==> src/rtl/alu_pkg.sv <==
// Shared arithmetic-unit definitions: flag bit positions and the divider result record.
package alu_pkg;

   localparam int unsigned ALU_W  = 8;
   localparam int unsigned FLAG_W = 4;

   localparam int unsigned FLAG_DZ   = 3;
   localparam int unsigned FLAG_OVF  = 2;
   localparam int unsigned FLAG_NEG  = 1;
   localparam int unsigned FLAG_ZERO = 0;

   // Field order here is the bit layout of every buffered divider result.
   typedef struct packed {
      logic [ALU_W-1:0]  quotient;
      logic [ALU_W-1:0]  remainder;
      logic [FLAG_W-1:0] flags;
   } div_result_t;

endpackage

==> src/rtl/sync_fifo.sv <==
// Synchronous FIFO with read/write pointers and an occupancy counter; storage clears on reset.
module sync_fifo #(
   parameter int unsigned WIDTH = 20,
   parameter int unsigned DEPTH = 2
) (
   input  logic             clk,
   input  logic             rst,
   input  logic             push,
   input  logic             pop,
   input  logic [WIDTH-1:0] wdata,
   output logic [WIDTH-1:0] rdata,
   output logic             not_full,
   output logic             not_empty
);

   localparam int unsigned AW = $clog2(DEPTH);
   localparam logic [AW-1:0] PtrOne  = AW'(1);
   localparam logic [AW:0]   CntOne  = (AW + 1)'(1);
   localparam logic [AW:0]   FullCnt = (AW + 1)'(DEPTH);

   logic [WIDTH-1:0] mem_q [DEPTH];
   logic [WIDTH-1:0] mem_d [DEPTH];
   logic [AW-1:0]    wr_ptr_q, wr_ptr_d;
   logic [AW-1:0]    rd_ptr_q, rd_ptr_d;
   logic [AW:0]      count_q, count_d;
   logic             push_ok, pop_ok;

   assign not_full  = (count_q < FullCnt);
   assign not_empty = (count_q != '0);
   assign rdata     = mem_q[rd_ptr_q];

   // Qualify requests against registered state so a caller can never overrun or underrun.
   assign push_ok = push && not_full;
   assign pop_ok  = pop && not_empty;

   // Next-state for storage, pointers (wrap modulo DEPTH) and occupancy.
   always_comb begin
      mem_d    = mem_q;
      wr_ptr_d = wr_ptr_q;
      rd_ptr_d = rd_ptr_q;
      count_d  = count_q;
      if (push_ok) begin
         mem_d[wr_ptr_q] = wdata;
         wr_ptr_d        = wr_ptr_q + PtrOne;
      end
      if (pop_ok) begin
         rd_ptr_d = rd_ptr_q + PtrOne;
      end
      unique case ({push_ok, pop_ok})
         2'b10:   count_d = count_q + CntOne;
         2'b01:   count_d = count_q - CntOne;
         default: count_d = count_q;
      endcase
   end

   // State register with synchronous reset that discards all buffered entries.
   always_ff @(posedge clk) begin
      if (rst) begin
         mem_q    <= '{default: '0};
         wr_ptr_q <= '0;
         rd_ptr_q <= '0;
         count_q  <= '0;
      end else begin
         mem_q    <= mem_d;
         wr_ptr_q <= wr_ptr_d;
         rd_ptr_q <= rd_ptr_d;
         count_q  <= count_d;
      end
   end

endmodule

==> src/rtl/div_result_stage.sv <==
// Registered result stage behind the signed divider: flag derivation, buffering, exception counters.
module div_result_stage
   import alu_pkg::*;
#(
   parameter int unsigned W     = 8,
   parameter int unsigned DEPTH = 2,
   parameter int unsigned CNT_W = 8
) (
   input  logic             clk,
   input  logic             rst,
   input  logic             in_valid,
   output logic             in_ready,
   input  logic [W-1:0]     in_dividend,
   input  logic [W-1:0]     in_divisor,
   input  logic [W-1:0]     in_quotient,
   input  logic [W-1:0]     in_remainder,
   output logic             out_valid,
   input  logic             out_ready,
   output logic [W-1:0]     out_quotient,
   output logic [W-1:0]     out_remainder,
   output logic [3:0]       out_flags,
   input  logic             clr_counts,
   output logic [CNT_W-1:0] dz_count,
   output logic [CNT_W-1:0] ovf_count
);

   // Entry layout {quotient, remainder, flags} matches div_result_t at W == ALU_W.
   localparam int unsigned EntryW = 2 * W + FLAG_W;
   localparam logic [W-1:0]     MinNeg = {1'b1, {(W - 1){1'b0}}};
   localparam logic [CNT_W-1:0] CntOne = CNT_W'(1);

   logic              dz, ovf;
   logic [FLAG_W-1:0] flags;
   logic              push, pop;
   logic [EntryW-1:0] wdata, rdata;
   logic [CNT_W-1:0]  dz_cnt_q, dz_cnt_d;
   logic [CNT_W-1:0]  ovf_cnt_q, ovf_cnt_d;

   // Status flags from the raw divider tuple; results themselves are never corrected.
   always_comb begin
      dz                = (in_divisor == '0);
      ovf               = (in_divisor == '1) && (in_dividend == MinNeg);
      flags             = '0;
      flags[FLAG_DZ]    = dz;
      flags[FLAG_OVF]   = ovf;
      flags[FLAG_NEG]   = in_quotient[W-1];
      flags[FLAG_ZERO]  = (in_quotient == '0) || dz;
   end

   assign push  = in_valid && in_ready;
   assign pop   = out_valid && out_ready;
   assign wdata = {in_quotient, in_remainder, flags};

   sync_fifo #(
      .WIDTH (EntryW),
      .DEPTH (DEPTH)
   ) u_fifo (
      .clk       (clk),
      .rst       (rst),
      .push      (push),
      .pop       (pop),
      .wdata     (wdata),
      .rdata     (rdata),
      .not_full  (in_ready),
      .not_empty (out_valid)
   );

   assign out_quotient  = rdata[EntryW-1 -: W];
   assign out_remainder = rdata[FLAG_W +: W];
   assign out_flags     = rdata[FLAG_W-1:0];

   // Saturating exception counters; clear wins over a same-cycle increment.
   always_comb begin
      dz_cnt_d  = dz_cnt_q;
      ovf_cnt_d = ovf_cnt_q;
      if (clr_counts) begin
         dz_cnt_d  = '0;
         ovf_cnt_d = '0;
      end else if (push) begin
         if (dz && (dz_cnt_q != '1)) begin
            dz_cnt_d = dz_cnt_q + CntOne;
         end
         if (ovf && (ovf_cnt_q != '1)) begin
            ovf_cnt_d = ovf_cnt_q + CntOne;
         end
      end
   end

   // Counter registers with synchronous reset.
   always_ff @(posedge clk) begin
      if (rst) begin
         dz_cnt_q  <= '0;
         ovf_cnt_q <= '0;
      end else begin
         dz_cnt_q  <= dz_cnt_d;
         ovf_cnt_q <= ovf_cnt_d;
      end
   end

   assign dz_count  = dz_cnt_q;
   assign ovf_count = ovf_cnt_q;

endmodule

==> config.mk <==
export PLATFORM = sky130hd
export DESIGN_NAME = div_result_stage
export DESIGN_NICKNAME = d
export VERILOG_FILES = /design/src/rtl/alu_pkg.sv /design/src/rtl/sync_fifo.sv /design/src/rtl/div_result_stage.sv
export SDC_FILE = /design/constraint.sdc
export NUM_CORES = 1
export LEC_CHECK = 0
export CAP_MARGIN = 10
export CORE_MARGIN = 2
export CORE_UTILIZATION = 44
export DETAILED_ROUTE_END_ITERATION = 8
export PLACE_DENSITY = 0.85
export SLEW_MARGIN = 20
export SYNTH_ARGS = -nofsm -noshare
export SYNTH_HDL_FRONTEND = slang
export SYNTH_SLANG_ARGS = --single-unit
==> constraint.sdc <==
create_clock -name clk -period 2.65 [get_ports clk]
set_clock_uncertainty 0.15 [all_clocks]
set_input_delay 0.6625 -clock clk [delete_from_list [all_inputs] [get_ports clk]]
set_output_delay 0.6625 -clock clk [all_outputs]
set_load 0.005 [all_outputs]
Word level (Yosys, flattened, before mapping)
Cells that the tools add are included.

Bits in registers: 60. Input port bits: 37. Output and inout port bits: 38. Word-level logic and storage cells: 48.

$add $sub $neg: 6. Order comparisons: 4. Equal/unequal tests: 6. Mux-type cells: 7. Bitwise gates (word level): 2. Reductions and logical operators: 16.

Operators with widths (number): 20-bit two-way mux (4); 40-bit bitwise mux (1); 20-bit demux with 1-bit select (1); 8-bit by 1-bit adder with 8-bit output, second input constant (2); 8-bit equality test, second input constant (2); 8-bit zero test (2); 8-bit inequality test, second input constant (2); 1-bit logical AND (8); 2-bit >= comparator, second input constant (2); 1-bit NOT with 2-bit output (2); 2-bit one-hot mux with 2 select lines (1); 2-bit AND reduction (2); 2-bit nonzero test (2); 1-bit adder, second input constant (2); 2-bit by 1-bit adder with 2-bit output, second input constant (1); 2-bit by 1-bit equality test with 1-bit output, second input constant (1); 2-bit equality test, second input constant (1); 2-bit by 1-bit less-than comparator with 1-bit output, second input constant (1); 2-bit less-than comparator, second input constant (1); 2-bit OR reduction (1); 2-bit by 1-bit subtractor with 2-bit output, second input constant (1); 1-bit logical OR (1).

Depth between registers and ports, before layout
Word-level depth: 6. Depth in mapped cells: 7. Depth with buffers taken out: 6.

Hierarchy
From an unflattened synthesis, not the netlist that was laid out.

Cell total of the unflattened synthesis: 334. Area total of the unflattened synthesis: 2770.2 um2.

Modules (own cells, without submodules): sync_fifo (times used 1, cells each 219, area each 1838.0 um2, seq. area each 880.8 um2); div_result_stage (times used 1, cells each 115, area each 932.1 um2, seq. area each 320.3 um2).

Worst setup path after synthesis
No wires, ideal clock.

Path kind: in2reg. Start: input port in_valid. End: register dz_cnt_q[6], in the netlist dz_count[6]. Library setup time: 0.070 ns. Data arrival time: 1.879 ns. Setup slack: 0.550 ns. Cell stages on the path: 7. Buffers on the path: 2. Cells stage by stage: nor2b_2 -> buf_6 -> inv_4 -> a41o_1 -> buf_6 -> or4_1 -> a21oi_1.

Longest elaborated chain between the ends: 2.

RTL lines: start: declaration (line div_result_stage.sv:11) `input logic in_valid,`; 1-bit logical AND (line div_result_stage.sv:50) `assign push = in_valid && in_ready;`; 2-bit AND reduction (no line); end signal: assignment (line div_result_stage.sv:95) `dz_cnt_q <= dz_cnt_d;`; end: declaration (line div_result_stage.sv:36) `logic [CNT_W-1:0] dz_cnt_q, dz_cnt_d;`.

Every way passes these cells. A chain may end at the register's enable or synchronous reset.

Final worst setup path
Start: register u_fifo.rd_ptr_q. End: output port out_quotient[7].

Longest elaborated chain between the ends: 4.

RTL lines: start: declaration (line sync_fifo.sv:24) `logic [AW-1:0] rd_ptr_q, rd_ptr_d;`; start signal: assignment (line sync_fifo.sv:66) `rd_ptr_q <= rd_ptr_d;`; 1-bit NOT with 2-bit output (implied by the code) (line sync_fifo.sv:30) `assign rdata = mem_q[rd_ptr_q];`; 20-bit two-way mux (implied by the code) (3 in series) (line sync_fifo.sv:30); end: declaration (line div_result_stage.sv:19) `output logic [W-1:0] out_quotient,`.

Every way passes these cells. The select of a mux whose other input is x is not followed.

==> metrics.csv <==
metric;value;unit
outcome;finished clean;
Synth Area in Compound Gates;18.5;%
Synth cell types;40;
Avg Synthesized Cell Area;9.16;µm²
crit path time final;2.55;ns
cell row count;27;
Max Slew Vio Count;0;
vias;2420;
post-synthesis mux area share;9.06;%
largest family of logic cells by synthesized area;simple AND/OR/NAND/NOR gates;
Synth Register Bits;58;
Synth Area in Simple Gates;20.9;%
largest cells by area after synthesis;dfxtp_1 (45%), mux2_2 (8.3%), nand2_1 (6.8%);
RSZ-0062 raised after global routing;false;
Hold Crit Start;u_fifo.mem_q[22];
Mapped Area;2580;µm²
RR Endpoint;dz_count[4];
Max-Slew Margin vs Limit;38.8;%
largest fanout on the critical path;18;
Comb power frac;28.0;%
post-detailed-routing wire length;6480;µm
Die H;80.6;µm
clock transition at the registers of the reported paths;0.06;ns
Setup crit start kind;flop;
sw frac;28.1;%
Final Util;65.5;%
MaxCap Viol Count;0;
Register-to-Register Setup Slack;0.75;ns
root buffer cell;clkbuf_8;
hold-critical path endpoint;u_fifo.mem_q[22];
IO Port Bufs;74;
LEAKAGE;0.00131;µW
FF-to-FF Start;dz_count[0];
gr ovfl total;0;
gr usage total;20.9;%
DIE AREA;6500;µm²
PwrDens;701;nW/µm²
NumNets Final;401;
RePlAce Congestion;0.856;
CTS tree;yes;
Critical Path RT;1.84;ns
Peak supply drop;0.354;mV
Crit Path Class;flop to output port;
Top Ports;75;
later-pin clock latency in the skew report;0.34;ns
WL per Instance;14.8;µm
maximum buffer depth of the clock tree;2;
WP data arrival;1.73;ns
Final period util;96.1;%
largest net degree at the start of global routing;30;
register area share after synthesis;44.9;%
vias in the first global route;2331;
number of DRC markers in iteration 0;115;
sw power;718;µW
via/cell ratio;5.53;
Num CTS Buffers;9;
Main synth FF type;dfxtp_1;
TritonRoute pass-1 iters;4;
clock share of power;32.2;%
Yosys warning count;0;
CP Capture Type;output port;
Starting Density;46.4;%
async set or reset register ratio after synthesis;0;%
internal power;1840;µW
Adder-Cell Fraction of Synth Area;1.45;%
post-synthesis cell count;282;
Hold Fails Final Rpt;0;
DP Cell Count;422;
Post-DP HPWL;4560;µm
Setup Viol. Count Final;0;
H-tree depth;3;
Slew @ Worst Pin;0.918;ns
post-route ant nets;0;
number of filler cells placed in the layout;480;
top-area cell type share of the netlist area;44.9;%
Cell Count, Final, Fillers Out;438;
Seq pwr share;39.8;%
hold crit path type;flop to flop;
XOR/XNOR Fraction of Synth Area;1.02;%
CTS Sinks;58;
initial antenna violation count;0;
# Post-CTS Setup Buffers;0;
top cell type by total area after synthesis;dfxtp_1;
layout cell share with drive strength beyond 1;15.3;%
Post-CTS Resized;0;
number of diodes;0;
syn_nets;322;
worst-case reg-to-reg path depth;4;
EDFF count, synth;0;
core area;5570;µm²
DRC;0;
Hold-fix buffers, CTS;0;
die width;80.6;µm
Hold Crit Depth;2;
first-pass GRT wire length;10500;µm
Layout area overhead;41.3;%
Fmax;393;MHz
## cells in the mapped netlist (2+ instances only)
| cell type | instances |
|---|---|
| nand3_1 | 8 |
| buf_6 | 2 |
| a21oi_1 | 34 |
| dfxtp_1 | 58 |
| mux2i_1 | 2 |
| nor2_1 | 7 |
| and2_1 | 3 |
| inv_1 | 3 |
| nor4_1 | 7 |
| and4_1 | 4 |
| xnor2_1 | 2 |
| or3_1 | 5 |
| or2_2 | 2 |
| ha_1 | 3 |
| nor3_1 | 3 |
| mux2_2 | 19 |
| o31ai_1 | 9 |
| clkbuf_1 | 13 |
| buf_2 | 2 |
| nand2_1 | 47 |
| nand4_1 | 3 |
| a311oi_1 | 2 |
| o21ai_0 | 4 |
| a22o_1 | 18 |
| or4_1 | 7 |
## kinds of logic after synthesis
family          count (synthesis)
fa+ha+maj                       3
mux                            21
flops                          58
compound gates                 73
simple gates                  102
buf+inv                        22
xor+xnor                        3
## routing by layer
| layer | wire length (µm) | global-route usage, % | vias to the layer above |
|---|---|---|---|
| met3 | 479 | 6.40 | 11 |
| met5 | 0 | 0 | - |
| met1 | 2780 | 25.0 | 1120 |
| met2 | 3090 | 34.2 | 83 |
| met4 | 136 | 9.49 | 0 |
| li1 | - | - | 1206 |
## cells in the final DEF, fill, tap and decap left out, types with 2 or more instances in the layout
master	count
a21oi_1	33
a22o_1	18
a311oi_1	2
and2_1	3
and4_1	4
buf_12	2
buf_4	10
clkbuf_8	11
clkdlybuf4s50_1	74
clkinv_2	3
dfxtp_1	57
ha_1	3
inv_1	3
mux2_2	19
mux2i_1	2
nand2_1	47
nand3_1	8
nand4_1	3
nor2_1	7
nor3_1	3
nor4_1	7
o21ai_0	4
o31ai_1	9
or2_2	2
or3_1	5
or4_1	7
xnor2_1	2
## worst max-delay path, cell delays in order (launching register included)
cell and delay [ns]:
dfxtp_2 0.37, buf_12 0.17, mux2_2 0.36, clkdlybuf4s50_1 0.48
## power groups by stage
stage | Sequential, µW | Combinational (µW) | Clock [µW]
after floorplan | 1010 | 404 | 0
after global placement | 1030 | 707 | 0
after detailed placement | 1030 | 721 | 0
after CTS | 1020 | 725 | 846
after global routing | 1030 | 786 | 872
final | 1020 | 717 | 823
## layout make-up
class                      count  area [µm²]  area share, %
clock buffer                  11         151           4.15
multi-input combinational    202        1320           36.2
clock inverter                 5        52.6           1.44
inverter                       4        17.5          0.480
timing repair buffer          86         856           23.4
tap                           72        90.1           2.47
sequential                    58        1160           31.8
## metrics by stage
| stage | setup TNS, ns | power (µW) | hold WS (ns) | cell area [µm²] | setup WS (ns) |
|---|---|---|---|---|---|
| floorplan | 0 | 1420 | 0.269 | 2580 | 0.550 |
| global placement | 0 | 1730 | 0.279 | 3440 | 0.0358 |
| detailed placement | -0.0712 | 1750 | 0.297 | 3440 | -0.0366 |
| CTS | 0 | 2590 | 0.306 | 3650 | 0.0215 |
| global route | 0 | 2690 | 0.318 | 3650 | 0.0661 |
| finish | 0 | 2560 | 0.306 | 3650 | 0.104 |
## flip-flops by register name, indices dropped and copies added (netlist names)
signal,cells
u_fifo.count_q,2
ovf_count,8
u_fifo.mem_q,38
dz_count,8
u_fifo.rd_ptr_q,1
u_fifo.wr_ptr_q,1
## worst max-delay path by stage
stage,slack [ns],endpoint,from
after floorplan,0.55,dz_count[6],in_valid
after global placement,0.04,ovf_count[4],in_dividend[1]
after detailed placement,-0.04,ovf_count[3],in_dividend[2]
after CTS,0.02,out_quotient[7],u_fifo.rd_ptr_q
after global routing,0.07,out_quotient[7],u_fifo.rd_ptr_q
final,0.10,out_quotient[7],u_fifo.rd_ptr_q
Power figures use the tool's default switching activity.
